==> src/rtl/vend_sequencer.sv <==
// vend_sequencer: credit-and-dispense controller for the soda vending machine.
// Coins accumulate credit in IDLE. A covered selection pulses a vend output for
// one cycle. Remaining credit, or the whole credit on cancel, is then paid out
// through a handshaked hopper: dimes first, then at most one nickel.
module vend_sequencer #(
  parameter int unsigned PRICE      = 50,
  parameter int unsigned MAX_CREDIT = 95,
  parameter int unsigned CREDIT_W   = 7
) (
  input  logic                clk,
  input  logic                rst_n,
  input  logic                nickel,
  input  logic                dime,
  input  logic                quarter,
  input  logic                soda,
  input  logic                diet,
  input  logic                cancel,
  input  logic                hopper_ack,
  output logic                give_soda,
  output logic                give_diet,
  output logic                change_dime,
  output logic                change_nickel,
  output logic                coin_reject,
  output logic [CREDIT_W-1:0] credit,
  output logic                busy
);

  localparam logic [1:0] S_IDLE       = 2'd0;
  localparam logic [1:0] S_DISPENSE   = 2'd1;
  localparam logic [1:0] S_PAY_DIME   = 2'd2;
  localparam logic [1:0] S_PAY_NICKEL = 2'd3;

  localparam logic [CREDIT_W-1:0] PRICE_C  = CREDIT_W'(PRICE);
  localparam logic [CREDIT_W-1:0] DIME_C   = CREDIT_W'(10);
  localparam logic [CREDIT_W-1:0] NICKEL_C = CREDIT_W'(5);
  localparam logic [CREDIT_W:0]   MAX_C    = (CREDIT_W + 1)'(MAX_CREDIT);
  localparam logic [CREDIT_W:0]   VAL_N    = (CREDIT_W + 1)'(5);
  localparam logic [CREDIT_W:0]   VAL_D    = (CREDIT_W + 1)'(10);
  localparam logic [CREDIT_W:0]   VAL_Q    = (CREDIT_W + 1)'(25);

  logic [1:0]          state_q, state_d;
  logic [CREDIT_W-1:0] credit_q, credit_d;
  logic                give_soda_q, give_soda_d;
  logic                give_diet_q, give_diet_d;
  logic                change_dime_q, change_dime_d;
  logic                change_nickel_q, change_nickel_d;
  logic                coin_reject_q, coin_reject_d;

  logic                coin_any;
  logic                select_any;
  logic [CREDIT_W:0]   coin_sum;
  logic [CREDIT_W:0]   credit_sum;
  logic                coin_fits;
  logic [CREDIT_W-1:0] credit_less_dime;
  logic [CREDIT_W-1:0] credit_less_nickel;

  // Where payout goes next for a given remaining credit: dimes while at least
  // ten cents remain, a single nickel for the last five, otherwise done.
  function automatic logic [1:0] payout_state(input logic [CREDIT_W-1:0] c);
    if (c >= DIME_C) begin
      return S_PAY_DIME;
    end else if (c == NICKEL_C) begin
      return S_PAY_NICKEL;
    end else begin
      return S_IDLE;
    end
  endfunction

  // Coin arithmetic: all coins of one cycle are summed and accepted or rejected
  // together; one extra bit keeps the overflow compare exact.
  always_comb begin
    coin_any           = nickel | dime | quarter;
    select_any         = soda | diet;
    coin_sum           = (nickel  ? VAL_N : '0)
                       + (dime    ? VAL_D : '0)
                       + (quarter ? VAL_Q : '0);
    credit_sum         = {1'b0, credit_q} + coin_sum;
    coin_fits          = (credit_sum <= MAX_C);
    credit_less_dime   = credit_q - DIME_C;
    credit_less_nickel = credit_q - NICKEL_C;
  end

  // Next-state, credit and registered-output logic for the sequencer.
  always_comb begin
    state_d       = state_q;
    credit_d      = credit_q;
    give_soda_d   = 1'b0;
    give_diet_d   = 1'b0;
    coin_reject_d = 1'b0;
    case (state_q)
      S_IDLE: begin
        if (select_any && (credit_q >= PRICE_C)) begin
          // Soda wins a simultaneous soda+diet press.
          credit_d      = credit_q - PRICE_C;
          state_d       = S_DISPENSE;
          give_soda_d   = soda;
          give_diet_d   = ~soda;
          coin_reject_d = coin_any;
        end else if (cancel && (credit_q != '0)) begin
          state_d       = payout_state(credit_q);
          coin_reject_d = coin_any;
        end else if (coin_any) begin
          if (coin_fits) begin
            credit_d = credit_sum[CREDIT_W-1:0];
          end else begin
            coin_reject_d = 1'b1;
          end
        end
      end
      S_DISPENSE: begin
        state_d       = payout_state(credit_q);
        coin_reject_d = coin_any;
      end
      S_PAY_DIME: begin
        coin_reject_d = coin_any;
        if (hopper_ack) begin
          credit_d = credit_less_dime;
          state_d  = payout_state(credit_less_dime);
        end
      end
      S_PAY_NICKEL: begin
        coin_reject_d = coin_any;
        if (hopper_ack) begin
          credit_d = credit_less_nickel;
          state_d  = payout_state(credit_less_nickel);
        end
      end
      default: begin
        state_d = S_IDLE;
      end
    endcase
    // Requests follow the next state so they appear the cycle the PAY state
    // is entered and stay level across back-to-back coins of one type.
    change_dime_d   = (state_d == S_PAY_DIME);
    change_nickel_d = (state_d == S_PAY_NICKEL);
  end

  // State and output registers; reset discards any unpaid credit.
  always_ff @(posedge clk or negedge rst_n) begin
    if (!rst_n) begin
      state_q         <= S_IDLE;
      credit_q        <= '0;
      give_soda_q     <= 1'b0;
      give_diet_q     <= 1'b0;
      change_dime_q   <= 1'b0;
      change_nickel_q <= 1'b0;
      coin_reject_q   <= 1'b0;
    end else begin
      state_q         <= state_d;
      credit_q        <= credit_d;
      give_soda_q     <= give_soda_d;
      give_diet_q     <= give_diet_d;
      change_dime_q   <= change_dime_d;
      change_nickel_q <= change_nickel_d;
      coin_reject_q   <= coin_reject_d;
    end
  end

  assign give_soda     = give_soda_q;
  assign give_diet     = give_diet_q;
  assign change_dime   = change_dime_q;
  assign change_nickel = change_nickel_q;
  assign coin_reject   = coin_reject_q;
  assign credit        = credit_q;
  assign busy          = (state_q != S_IDLE);

endmodule
==> config.mk <==
export PLATFORM = sky130hd
export DESIGN_NAME = vend_sequencer
export DESIGN_NICKNAME = d
export VERILOG_FILES = /design/src/rtl/vend_sequencer.sv
export SDC_FILE = /design/constraint.sdc
export NUM_CORES = 1
export LEC_CHECK = 0
export ABC_AREA = 1
export ABC_CLOCK_PERIOD_IN_PS = 3650
export CORE_ASPECT_RATIO = 1.2
export CORE_MARGIN = 10
export CORE_UTILIZATION = 63
export CTS_BUF_LIST = sky130_fd_sc_hd__clkbuf_4 sky130_fd_sc_hd__clkbuf_8
export DETAILED_ROUTE_END_ITERATION = 8
export GPL_TIMING_DRIVEN = 0
export HOLD_SLACK_MARGIN = 0.02
export PLACE_DENSITY = 0.89
export RECOVER_POWER = 25
export SLEW_MARGIN = 0
export SYNTH_ARGS = -nofsm -noshare
export SYNTH_HDL_FRONTEND = slang
export SYNTH_SLANG_ARGS = --single-unit
==> constraint.sdc <==
create_clock -name clk -period 3.65 [get_ports clk]
set_clock_uncertainty 0.05 [all_clocks]
set_input_delay 0.9125 -clock clk [delete_from_list [all_inputs] [get_ports clk]]
set_output_delay 0.9125 -clock clk [all_outputs]
set_load 0.05 [all_outputs]
Yosys cells after proc, flatten, opt, wreduce, memory -nomap -nowiden
Cells that the tools add are included.

word-level totals
  register bits = 14
  input port bits = 9
  output and inout bits = 13
  logic and storage cells = 73

cells by class
  $add $sub $neg = 6
  order comparisons = 5
  equal/unequal tests = 13
  multiplexer cells = 30
  bitwise gates (word level) = 4
  reductions and logical operators = 8

operator list
  operator                                                            count
  2-to-1 mux 7 bit                                                    6
  equality test 7 x 3 -> 1 bit (second input constant)                3
  greater-or-equal comparator 7 x 4 -> 1 bit (second input constant)  3
  one-hot mux 7 bit (3 select lines)                                  1
  2-to-1 mux 2 bit                                                    10
  inequality test 3 bit (second input constant)                       3
  adder 7 x 6 -> 8 bit                                                1
  equality test 2 bit (second input constant)                         4
  less-or-equal comparator 8 x 7 -> 1 bit (second input constant)     1
  2-to-1 mux 1 bit                                                    8
  one-hot mux 2 bit (4 select lines)                                  1
  greater-or-equal comparator 7 x 6 -> 1 bit (second input constant)  1
  nonzero test 7 bit                                                  1
  subtractor 7 x 3 -> 7 bit (second input constant)                   1
  subtractor 7 x 4 -> 7 bit (second input constant)                   1
  subtractor 7 x 6 -> 7 bit (second input constant)                   1
  adder 5 x 5 -> 6 bit                                                1
  AND reduction 6 bit                                                 1
  adder 3 x 4 -> 5 bit                                                1
  2-to-1 mux 5 bit                                                    1
  2-to-1 mux 4 bit                                                    1
  inequality test 2 bit (second input constant)                       2
  2-to-1 mux 3 bit                                                    1
  bitwise OR 1 bit                                                    3
  other kinds (8)                                                     9

Longest topological paths before layout
Gate-level depths: netlist (run 1).

  depth after elaboration = 10
  gate-level depth with buffers = 15
  gate-level depth less buffers = 15

Least setup slack after synthesis (run 1)
OpenSTA, ideal clock, no wires.

  path kind = input to register
  start point = input port dime
  end point = register credit_q[1], in the netlist credit[1]
  setup time = 0.121 ns
  data arrival time = 2.653 ns
  path slack = 0.826 ns
  cell stages on the path = 14
  buffers on the path = 0
  cells stage by stage = inv_1 -> fa_1 -> inv_1 -> ha_1 -> inv_1 -> nand2_1 -> nand3_1 -> nand3_1 -> nand3_1 -> nand3_1 -> nand2_4 -> nand3_4 -> nand2_1 -> nand2_1

between the ends
  cells in the longest elaborated chain, start to end = 9

RTL lines
  element                                                                       line  source
  start, declared                                                               13    input logic dime,
  parallel branches: the longest is 9 deep, another holds adder 7 x 6 -> 8 bit  n/a
  end signal, assigned                                                          150   credit_q <= credit_d;
  end, declared                                                                 42    logic [CREDIT_W-1:0] credit_q, credit_d;

Several ways; the timed one is not identified. The select of a mux whose other input is x is not followed.
A chain may end at the register's enable or synchronous reset.

Final worst setup path (run 1)
  start point = input port quarter
  end point = register credit_q[4], in the netlist credit[4]

between the ends
  cells in the longest elaborated chain, start to end = 8

RTL lines
  element                                                                       line  source
  start, declared                                                               14    input logic quarter,
  parallel branches: the longest is 8 deep, another holds adder 7 x 6 -> 8 bit  n/a

Several ways; the timed one is not identified. The select of a mux whose other input is x is not followed.

==> metrics, run 1 <==
outcome=complete, no violations; Max VDD drop=0.706 mV; vias in the first global route=1791; Top cell by count, worst path=nand2_1; Max H-tree Level=1; Mapped Cells=272; antenna violations before repair=0; CP arrival=3.42 ns; CTS root buffer=clkbuf_4; Num CTS Buffers=3; final instance area=0.00207 mm²; setup TNS=0 ns; most frequent cells in the layout=nand2_1, inv_1, nand3_1, clkdlybuf4s50_1, ha_1; die height=78.5 µm; CP Launch Type=input pin; CTS clk-pin slew, worst paths=0.08 ns; starting density of the core=65.1%; # DRC=0; flop-to-flop setup slack=0.95 ns; hold crit path type=flip-flop to flip-flop; CP max stage cell=clkdlybuf4s50_1; final core occ=75.1%; Worst Slack Setup Final=0.348 ns; CTS tree=done; Post-Syn Nets=301; Final Wtd Congestion=0.963; final hold vios=0; Post-DRT Antenna Nets=0; I/O pin count=22; Post-CTS Setup Bufs=0; clk_lat worst skew=0.28 ns; highest clock rate=303 MHz; period utilisation layout=90.5%; Ys Warns=0; TritonRoute pass-1 iters=5; P per Cell Area=1010 mW/mm²; CP top delay family=simple AND/OR/NAND/NOR gates; largest net degree at the start of global routing=15; Rows=21; vias=1805; FF+latch count, synth=14; Seq/Total Area, Yosys=19.5%; Final Instance Count excl. Fillers=330; MaxCap Viol Count=0; core footprint=0.00276 mm²; Placed Instances=327; worst-margin pin slew=0.614 ns; post-cts gate resize count=0; Unique masters post-synth=33; first-pass GRT wire length=8350 µm; CP required=3.77 ns; mapped cell area=0.00180 mm²; Worst Path Max Fanout=9; total power draw=2.09 mW; 1st-iter DRT viols=146; pre-CTS WS=0.0717 ns; Die Footprint=0.00540 mm²; Max Root-Sink Buffers=2; Final min period=3.30 ns; cts hold-fix bufs=0; fin nets=327; Avg Cell Area, Syn=6.61 µm²; Area after DPL=0.00205 mm²; number of setup violations in the final report=0; CP Class=input pin to flip-flop; commonest non-fill, non-tap cell in the layout=nand2_1; GRT Util Overall=19.5%; TritonCTS Sinks=14; crit-path max cell delay=0.57 ns; Overflow after GRT=0; DRT Wirelength=4490 µm; static leakage=1.13 nW; max_slew headroom=58.9%; HPWL Detailed=3740 µm; Critical Path End Type=flip-flop; CP bufs+invs=4; Port Buffer Count=21; antenna diode count=0; proportion of layout cells with a drive suffix above 1=11.1%; Vias/cell=5.47; Sequential cell area=350 µm²; Fill cells=234; Hold Slack=0.641 ns; area of the multi-input gates=0.00123 mm²; Max Slew Vio Count=0; CP cell instances=clkdlybuf4s50_1, inv_1, fa_1, inv_1, ha_1, inv_1, nand2_1, nand3_1, nand2_1, nand2_1, nand3_1, nand3_1, nand2_4, nand3_4, nand2_1, nand2_1; area growth from synthesis to layout=15.3%; Die Wd=68.8 µm; RSZ-0062 raised after global routing=false; Avg WL per Cell=13.6 µm
registers in the layout (all words and copies together) (netlist names):
| signal | cells |
|---|---|
| change_dime | 1 |
| coin_reject | 1 |
| give_soda | 1 |
| credit | 7 |
| change_nickel | 1 |
| give_diet | 1 |
| state_q | 2 |
worst reg2reg max path: stages (launching register included):
cell and delay, ns:
dfrtp_1 0.54, inv_2 0.15, fa_1 0.51, inv_1 0.04, ha_1 0.31, inv_1 0.05, nand2_1 0.10, nand3_1 0.12
nand2_1 0.08, nand2_1 0.06, nand3_1 0.09, nand3_1 0.12, nand2_4 0.13, nand3_4 0.10, nand2_1 0.08, nand2_1 0.06
worst paths after layout:
| path | from | endpoint | cells past startpoint |
|---|---|---|---|
| max | quarter | credit[4]$_DFFE_PN0P_ | 16 |
| min | credit[3]$_DFFE_PN0P_ | credit[3]$_DFFE_PN0P_ | 2 |
| max reg2reg | credit[3]$_DFFE_PN0P_ | credit[4]$_DFFE_PN0P_ | 15 |
| min reg2reg | credit[3]$_DFFE_PN0P_ | credit[3]$_DFFE_PN0P_ | 2 |
| max in group asynchronous | rst_n | give_diet$_DFF_PN0_ | 1 |
| min in group asynchronous | rst_n | change_nickel$_DFF_PN0_ | 1 |
cells by family after synthesis:
logic type | count (synthesis) | share of synthesized area, %
buffers and inverters | 52 | 11.8
flip-flops | 14 | 19.5
adder cells (fa/ha/maj) | 20 | 15.2
AO/OA/AOI/OAI | 20 | 6.41
XOR/XNOR | 6 | 3.34
AND/OR/NAND/NOR | 160 | 43.7
cell usage after synthesis (all sizes together):
| cell | number | area share [%] |
|---|---|---|
| a21boi | 1 | 0.42 |
| a21oi | 3 | 0.84 |
| a41oi | 1 | 0.49 |
| buf | 4 | 1.8 |
| dfrtp | 14 | 19 |
| fa | 3 | 3.3 |
| ha | 17 | 12 |
| inv | 48 | 10 |
| nand2 | 95 | 22 |
| nand3 | 32 | 10 |
| nand3b | 1 | 0.42 |
| nand4 | 8 | 2.8 |
| nor2 | 15 | 5.3 |
| nor3 | 6 | 1.7 |
| nor3b | 2 | 1.1 |
| o2111ai | 1 | 0.49 |
| o21ai | 13 | 3.8 |
| o22ai | 1 | 0.35 |
| or2 | 1 | 0.35 |
| xor2 | 6 | 3.3 |
final cells by class:
cell class	count	share of cell area, %
Multi-Input combinational cell	206	59.5
Timing Repair Buffer	21	10.1
Sequential cell	14	16.9
Clock buffer	3	1.09
Inverter	48	8.70
Tap cell	34	2.05
Buffer	4	1.57
routing by layer:
layer / GRT usage [%] / routed length, µm / vias up
met1: 24.8 / 1830 / 794
met3: 3.41 / 262 / 16
met4: 8.10 / 144 / 0
li1: - / - / 923
met2: 31.2 / 2250 / 72
met5: 0 / 0 / -
power by group:
part / leakage, nW / switching, mW / internal [mW]
Combinational: 0.946 / 1.10 / 0.581
Clock: 0.0138 / 0.0459 / 0.0383
Sequential: 0.173 / 0.108 / 0.216
Total: 1.13 / 1.26 / 0.835
Note: power is estimated with default switching activity, not from simulation.
==> run 2, diff against run 1 <==
- ABC_CLOCK_PERIOD_IN_PS: 3650 -> 3400
- CORE_UTILIZATION: 63 -> 58
- PLACE_DENSITY: 0.89 -> 0.83
- SETUP_SLACK_MARGIN: unset -> 0.1
- clock period: 3.65 -> 3.4 ns (I/O delays scaled with it)
==> run 2 against run 1 <==
Register-to-register slack lost 0.24 ns. Critical endpoint is now credit[6]$_DFFE_PN0P_. Clock power grew 44%. Wire length about the same. Utilization is 5.0 points lower. Setup slack got worse by 0.067 ns.
==> metrics, run 2 (synthesized netlist as in run 1, its figures left out) <==
Max VDD drop=0.606 mV (-14%); number of setup violations in the final report=0 (unchanged); proportion of layout cells with a drive suffix above 1=13.1% (+1.9 points); Max H-tree Level=1 (unchanged); first-pass GRT wire length=7580 µm (-9.2%); RSZ-0062 raised after global routing=false; HPWL Detailed=3530 µm (-5.5%); antenna diode count=0 (unchanged); CP cell instances=clkdlybuf4s50_1, inv_1, fa_1, inv_1, ha_4, inv_1, nand2_1, nand3_1, nand2_1, nand2_1, nand3_2, nand3_2, nand2_4, nand3_4, nand2_1, nand2_1; Overflow after GRT=0 (unchanged); pre-CTS WS=-0.0960 ns (-0.168 ns); Fill cells=261 (+12%); Vias/cell=5.37 (-1.8%); DRT Wirelength=4490 µm (about the same); reg2reg end=credit[6]$_DFFE_PN0P_; vias in the first global route=1698 (-5.2%); Area after DPL=0.00205 mm² (+0.12%); final instance area=0.00212 mm² (+2.5%); hold crit path type=flip-flop to flip-flop; R2R cell count=13 (-2); Top cell by count, worst path=nand2_1; worst hold path endpoint=credit[3]$_DFFE_PN0P_; crit-path max cell delay=0.54 ns (-0.03 ns); Worst Slack Setup Final=0.281 ns (-0.0669 ns); Worst Path Max Fanout=6 (-3); CP Launch Type=input pin; Rows=22 (+4.8%); MaxCap Viol Count=0 (unchanged); I/O pin count=22 (unchanged); core footprint=0.00303 mm² (+9.8%); CTS tree=done; highest clock rate=321 MHz; Max Root-Sink Buffers=2 (unchanged); flop-to-flop setup slack=0.71 ns (-0.24 ns); antenna violations before repair=0 (unchanged); GRT Util Overall=15.8% (-3.8 points); fin nets=328 (+0.31%); Final min period=3.12 ns; setup TNS=0 ns (unchanged); CTS root buffer=clkbuf_4; max_slew headroom=60.1% (+1.2 points); clk_lat worst skew=0.29 ns (about the same); starting density of the core=59.3% (-5.8 points); final hold vios=0 (unchanged); TritonRoute pass-1 iters=4 (-1); P per Cell Area=1090 mW/mm² (+8.3%); period utilisation layout=91.7%; vias=1794 (-0.61%); # DRC=0 (unchanged); number of flip-flops in the largest register=7 (unchanged); die height=81.0 µm (+3.1%); outcome=complete, no violations; hold path start=credit[3]$_DFFE_PN0P_; Port Buffer Count=21 (unchanged); Die Wd=70.8 µm (+3.0%); worst reg2reg path startpoint=credit[1]$_DFFE_PN0P_; CTS clk-pin slew, worst paths=0.08 ns (about the same); Max Slew Vio Count=0 (unchanged); CP required=3.53 ns (-0.24 ns); Avg WL per Cell=13.4 µm (-1.2%); area growth from synthesis to layout=18.2%; 1st-iter DRT viols=166 (+14%); static leakage=1.16 nW (+2.1%); worst-margin pin slew=0.596 ns (-0.0180 ns); Die Footprint=0.00573 mm² (+6.2%); Post-CTS Setup Bufs=0 (unchanged); commonest non-fill, non-tap cell in the layout=nand2_1; total power draw=2.32 mW (+11%); CP arrival=3.25 ns (-0.17 ns); Worst Hold Depth=2 (unchanged); Placed Instances=329 (+0.61%); Num CTS Buffers=3 (unchanged); Post-DRT Antenna Nets=0 (unchanged); Critical Path End Type=flip-flop; TritonCTS Sinks=14 (unchanged); CP max stage cell=fa_1; largest net degree at the start of global routing=15 (unchanged); CP Class=input pin to flip-flop; Final Wtd Congestion=0.932 (-3.3%); Final Instance Count excl. Fillers=334 (+1.2%); most frequent cells in the layout=nand2_1, inv_1, nand3_1, clkdlybuf4s50_1, ha_1
==> run 2: changes by cell type in the layout (fill, tap and decap cells not counted) <==
cell	delta
nand3_1	-2
nand3_2	+2
a21oi_1	-1
a21oi_2	+1
clkbuf_8	+1
clkdlybuf4s50_1	-1
dlymetal6s2s_1	+1
ha_1	-1
ha_4	+1
nand2_2	+1
==> run 2: worst max-delay path: cells and delay by family <==
family | cells | cell delay [ns]
simple gates | 10 | 0.89
buf+inv | 4 | 0.71
fa+ha+maj | 2 | 0.81
==> run 2: layer usage <==
| metal | up-vias | track usage, % | wire length, µm |
|---|---|---|---|
| met5 | - | 0 | 0 |
| met4 | 0 | 5.62 | 127 |
| met3 | 15 | 2.68 | 244 |
| met2 | 67 | 27.1 | 2230 |
| met1 | 791 | 19.3 | 1890 |
| li1 | 921 | - | - |
==> run 2: metrics by stage <==
step	utilization [%]	hold WS (ns)
6_report	70.1	0.638
5_1_grt	70.1	0.661
4_1_cts	69.0	0.631
3_5_place_dp	67.8	0.619
3_3_place_gp	67.8	0.611
2_1_floorplan	-	0.504
==> run 2: layout make-up <==
type	count	area [µm²]	share of cell area, %
inverter	48	180	8.49
sequential	14	350	16.5
clock buffer	4	36.3	1.71
tap	36	45.0	2.12
timing repair buffer	21	213	10.0
multi-input combinational	207	1270	59.6
buffer	4	32.5	1.53
==> run 2: worst max path at each step <==
stage | start | to
after floorplan | dime | credit[1]$_DFFE_PN0P_
after global routing | dime | credit[5]$_DFFE_PN0P_
after CTS | quarter | credit[6]$_DFFE_PN0P_
final | dime | credit[6]$_DFFE_PN0P_
after global placement | quarter | credit[2]$_DFFE_PN0P_
after detailed placement | quarter | credit[2]$_DFFE_PN0P_
==> run 2: power by group <==
group | total, mW | internal (mW) | switching (mW)
Clock | 0.121 | 0.0654 | 0.0560
Sequential | 0.347 | 0.232 | 0.115
Combinational | 1.85 | 0.644 | 1.21
Total | 2.32 | 0.941 | 1.38
==> run 2: what timing repair did <==
action | CTS | global route
setup endpoints to repair | 0 | 7
hold buffers | 0 | 0
resized for setup | 0 | 5
==> run 3, diff against run 2 <==
- CORE_MARGIN: 10 -> unset
- CORE_UTILIZATION: 58 -> 50
- PLACE_DENSITY: 0.83 -> 0.73
==> run 3 against run 2 <==
Via count decreased by 2.5%. The run now ends with DRC left. Hold slack about the same. Cell area increased by 1.1%. Largest cell class unchanged.
==> metrics, run 3 (synthesized netlist as in run 1, its figures left out) <==
outcome=complete, but fails checks; violated checks=DRC; worst reg2reg path startpoint=credit[1]$_DFFE_PN0P_; cts hold-fix bufs=0 (unchanged); largest net degree at the start of global routing=15 (unchanged); proportion of layout cells with a drive suffix above 1=13.0% (-0.087 points); HPWL Detailed=3560 µm (+0.90%); CTS clk-pin slew, worst paths=0.05 ns (-0.03 ns); Max Root-Sink Buffers=2 (unchanged); Final min period=2.85 ns (-0.264 ns); Area after DPL=0.00205 mm² (about the same); Final Instance Count excl. Fillers=337 (+0.90%); Rows=23 (+4.5%); GRT Util Overall=25.9% (+10 points); Hold Slack=0.638 ns (+0.000211 ns); DRT Wirelength=4460 µm (-0.60%); MaxCap Viol Count=0 (unchanged); RSZ-0062 raised after global routing=false; CTS tree=done; hold path start=credit[3]$_DFFE_PN0P_; Die Footprint=0.00384 mm² (-33%); vias in the first global route=1648 (-2.9%); static leakage=1.19 nW (+3.2%); worst hold path endpoint=credit[3]$_DFFE_PN0P_; CP Launch Type=input pin; starting density of the core=52.9% (-6.4 points); Critical Path End Type=flip-flop; reg2reg end=credit[5]$_DFFE_PN0P_; Max Slew Vio Count=0 (unchanged); core footprint=0.00340 mm² (+12%); antenna diode count=0 (unchanged); most frequent cells in the layout=nand2_1, inv_1, nand3_1, ha_1, clkdlybuf4s50_1; Avg WL per Cell=13.2 µm (-1.5%); Fill cells=341 (+31%); number of flip-flops in the largest register=7 (unchanged); I/O pin count=22 (unchanged); final instance area=0.00215 mm² (+1.1%); highest clock rate=350 MHz (+9.3%); Port Buffer Count=21 (unchanged); Max VDD drop=0.569 mV (-6.0%); Post-DRT Antenna Nets=0 (unchanged); die height=67.7 µm (-16%); CTS root buffer=clkbuf_8; fin nets=330 (+0.61%); TritonRoute pass-1 iters=6 (+2); first-pass GRT wire length=7580 µm (unchanged); R2R cell count=14 (+1); Placed Instances=330 (+0.30%); flop-to-flop setup slack=0.69 ns (-0.02 ns); Num CTS Buffers=3 (unchanged); clk_lat worst skew=0.25 ns (-0.04 ns); CP required=3.49 ns (-0.04 ns); CP arrival=2.94 ns (-0.31 ns); Worst Path Max Fanout=6 (unchanged); worst-margin pin slew=0.612 ns (+0.0162 ns); P per Cell Area=1090 mW/mm² (-0.14%); Worst Hold Depth=2 (unchanged); antenna violations before repair=0 (unchanged); hold crit path type=flip-flop to flip-flop; 1st-iter DRT viols=71 (-57%); Vias/cell=5.19 (-3.3%); area growth from synthesis to layout=19.4%; number of setup violations in the final report=0 (unchanged); final core occ=63.2% (-6.9 points); # DRC=2 (+2); total power draw=2.34 mW (+0.92%); Overflow after GRT=0 (unchanged); final hold vios=0 (unchanged); max_slew headroom=59.1% (-1.1 points); CP Class=input pin to flip-flop; Die Wd=56.7 µm (-20%); TritonCTS Sinks=14 (unchanged); vias=1750 (-2.5%); commonest non-fill, non-tap cell in the layout=nand2_1; period utilisation layout=84.0% (-7.8 points); Final Wtd Congestion=0.918 (-1.4%); Max H-tree Level=1 (unchanged)
-- run 3: cell count changes in the layout (fill, tap and decap cells not counted), sizes merged --
cell,before,now
clkdlybuf4s50,19,17
buf,4,7
nand2,96,95
dlymetal6s2s,1,3
-- run 3: layout make-up --
type                       instances  area [µm²]  share of cell area (%)
tap                               37        46.3                    2.16
clock buffer                       4        55.1                    2.57
sequential                        14         350                    16.3
timing repair buffer              24         240                    11.2
multi-input combinational        206        1240                    57.8
buffer                             4        32.5                    1.52
inverter                          48         180                    8.40
-- run 3: worst max path at each step --
stage          slack (ns)  cells past startpoint                     to  startpoint
2_1_floorplan        0.64                     14  credit[1]$_DFFE_PN0P_        dime
3_3_place_gp        -0.08                     15  credit[5]$_DFFE_PN0P_     quarter
3_5_place_dp        -0.09                     15  credit[5]$_DFFE_PN0P_     quarter
4_1_cts              0.16                     15  credit[5]$_DFFE_PN0P_     quarter
5_1_grt              0.36                     15  credit[4]$_DFFE_PN0P_     quarter
6_report             0.55                     16  credit[5]$_DFFE_PN0P_     quarter
-- run 3: where the power goes --
part	leakage, nW	total [mW]	switching (mW)	internal (mW)
Clock	0.0288	0.162	0.0595	0.103
Combinational	0.991	1.83	1.20	0.640
Sequential	0.173	0.347	0.114	0.232
Total	1.19	2.34	1.37	0.975
-- run 3: critical path, cell delays in order --
cell and delay [ns]:
dlymetal6s2s_1 0.18, inv_1 0.09, fa_1 0.52, inv_1 0.04, ha_1 0.32, inv_1 0.06, nand2_1 0.07, nand3_1 0.11
nand2_1 0.06, nand2_1 0.07, nand3_1 0.10, nand3_2 0.10, nand2_4 0.08, buf_4 0.14, nand4_1 0.06, nand2_1 0.07
-- run 3: what timing repair did --
action | CTS | global route
buffers inserted | 0 | 3
endpoints found under the setup margin | 0 | 7
resized for setup | 0 | 5
-- run 3: per-stage QoR --
| step | setup WS, ns | TNS, ns |
|---|---|---|
| 3_3_place_gp | -0.0781 | -0.433 |
| 4_1_cts | 0.160 | 0 |
| 6_report | 0.545 | 0 |
| 2_1_floorplan | 0.639 | 0 |
| 3_5_place_dp | -0.0888 | -0.578 |
| 5_1_grt | 0.359 | 0 |
-- run 3: per-layer routing --
metal	track usage (%)	routed length, µm
met3	4.02	160
met4	3.13	16
met5	0	0
met1	34.1	2070
met2	46.1	2210
==> patch: new RTL, flow settings as in run 3 <==
Register the output `credit` once more; this adds one clock of latency there. The other outputs are not delayed to match. Comments in the files are not updated.
--- a/src/rtl/vend_sequencer.sv
+++ b/src/rtl/vend_sequencer.sv
@@ -161,7 +161,9 @@
   assign change_dime   = change_dime_q;
   assign change_nickel = change_nickel_q;
   assign coin_reject   = coin_reject_q;
-  assign credit        = credit_q;
+  always_ff @(posedge clk) begin
+    credit <= credit_q;
+  end
   assign busy          = (state_q != S_IDLE);
 
 endmodule
Behaviour: not the same (Yosys sat finds a counterexample within 4 cycles, from zero or initial values and one cycle with rst_n low).
==> patch against run 3 <==
Utilization fell by 1.5 points; setup slack improved by 44 ps; count of clock-buffer cells in the layout did not move; sequential cell count rose by 7; first-iteration DRC count rose by 14%; final area rose by 12%; critical endpoint is now credit_q[3]; fmax rose by 1.6%; synthesized cell count rose by 2.9%; synthesized area rose by 14%; routed wire length fell by 0.29%.
Power is not shown: default switching activity piles up to over one toggle a cycle in this logic, so the estimate is an artifact.
==> patch: results (changes against run 3) <==
top post-synthesis cells by area - dfrtp_1 17%, nand2_1 14%, ha_1 10% (was dfrtp_1 19%, nand2_1 19%, ha_1 12%)
cells after synthesis - 280 (was 272)
Pre-antenna DRT Iters - 4 (was 6)
Async S/R FF share, synth - 66.7% (was 100%)
DRT met1 WL - 1.91 mm (was 2.07 mm)
1st-iter DRT viols - 81 (was 71)
Place WS - -113 ps (was -88.8 ps)
most instantiated cells after synthesis - 77 x nand2_1, 40 x inv_1, 25 x nand3_1, 17 x ha_1, 14 x dfrtp_1 (was 90 x nand2_1, 41 x inv_1, 28 x nand3_1, 17 x ha_1, 14 x dfrtp_1)
Crit Path Max Fanout - 8 (was 6)
adder-cell area share of the yosys netlist - 13.4% (was 15.2%)
cell family with most CP delay - simple AND/OR/NAND/NOR gates (was adder cells)
gr usage total - 22.6% (was 25.9%)
syn nets - 309 (was 301)
synth unique cells - 37 (was 33)
vias per cell - 5.00 (was 5.19)
first-pass GRT wire length - 7.53 mm (was 7.58 mm)
met2 routed wirelength - 2.37 mm (was 2.21 mm)
placed inst area - 2320 um2 (was 2050 um2)
routed len/inst - 12.3 um (was 13.2 um)
total grt overflow - 0 (unchanged)
status - finished clean (was finished, violations left)
met2 usage - 41.1% (was 46.1%)
fin nets - 337 (was 330)
met1 global-route usage - 27.8% (was 34.1%)
Layout Cells excl Fill - 361 (was 337)
CP max stage delay - 400 ps (was 520 ps)
post-synthesis xor/xnor area fraction - 3.31% (was 3.34%)
post-synthesis sequential area ratio - 24.0% (was 19.5%)
layout cells sized above 1 - 18.9% (was 13.0%)
HPWL after detailed placement - 3.73 mm (was 3.56 mm)
[patch: cell count changes in the layout (fill, tap and decap cells not counted), sizes merged]
cell     change
nand3        -3
nor2         +4
buf          -1
nor3b        -1
o211ai       +2
o21ai        +1
a21oi        -1
o2111ai      -1
o21bai       +1
nand4        +1
nand2        -2
dfxtp        +7
[patch: worst paths after layout]
path / start / to / slack, ps / cells after the start
setup reg to reg: credit_q[1] / credit_q[3] / 710 / 14
max in group asynchronous: rst_n / give_soda / 1930 / 1
setup / recovery: dime / credit_q[3] / 590 / 15
hold reg to reg: credit_q[6] / credit[6] / 360 / 0
hold / removal: credit_q[6] / credit[6] / 360 / 0
min in group asynchronous: rst_n / state_q[0] / 990 / 1
[patch: layout make-up]
type,instances,area (um2)
plain buffers,4,38.8
clock buffers,4,48.8
fillers,363,1500
inverters,48,183
multi-input cells,207,1350
flip-flops and latches,21,490
well taps,54,67.6
repair buffers,23,233
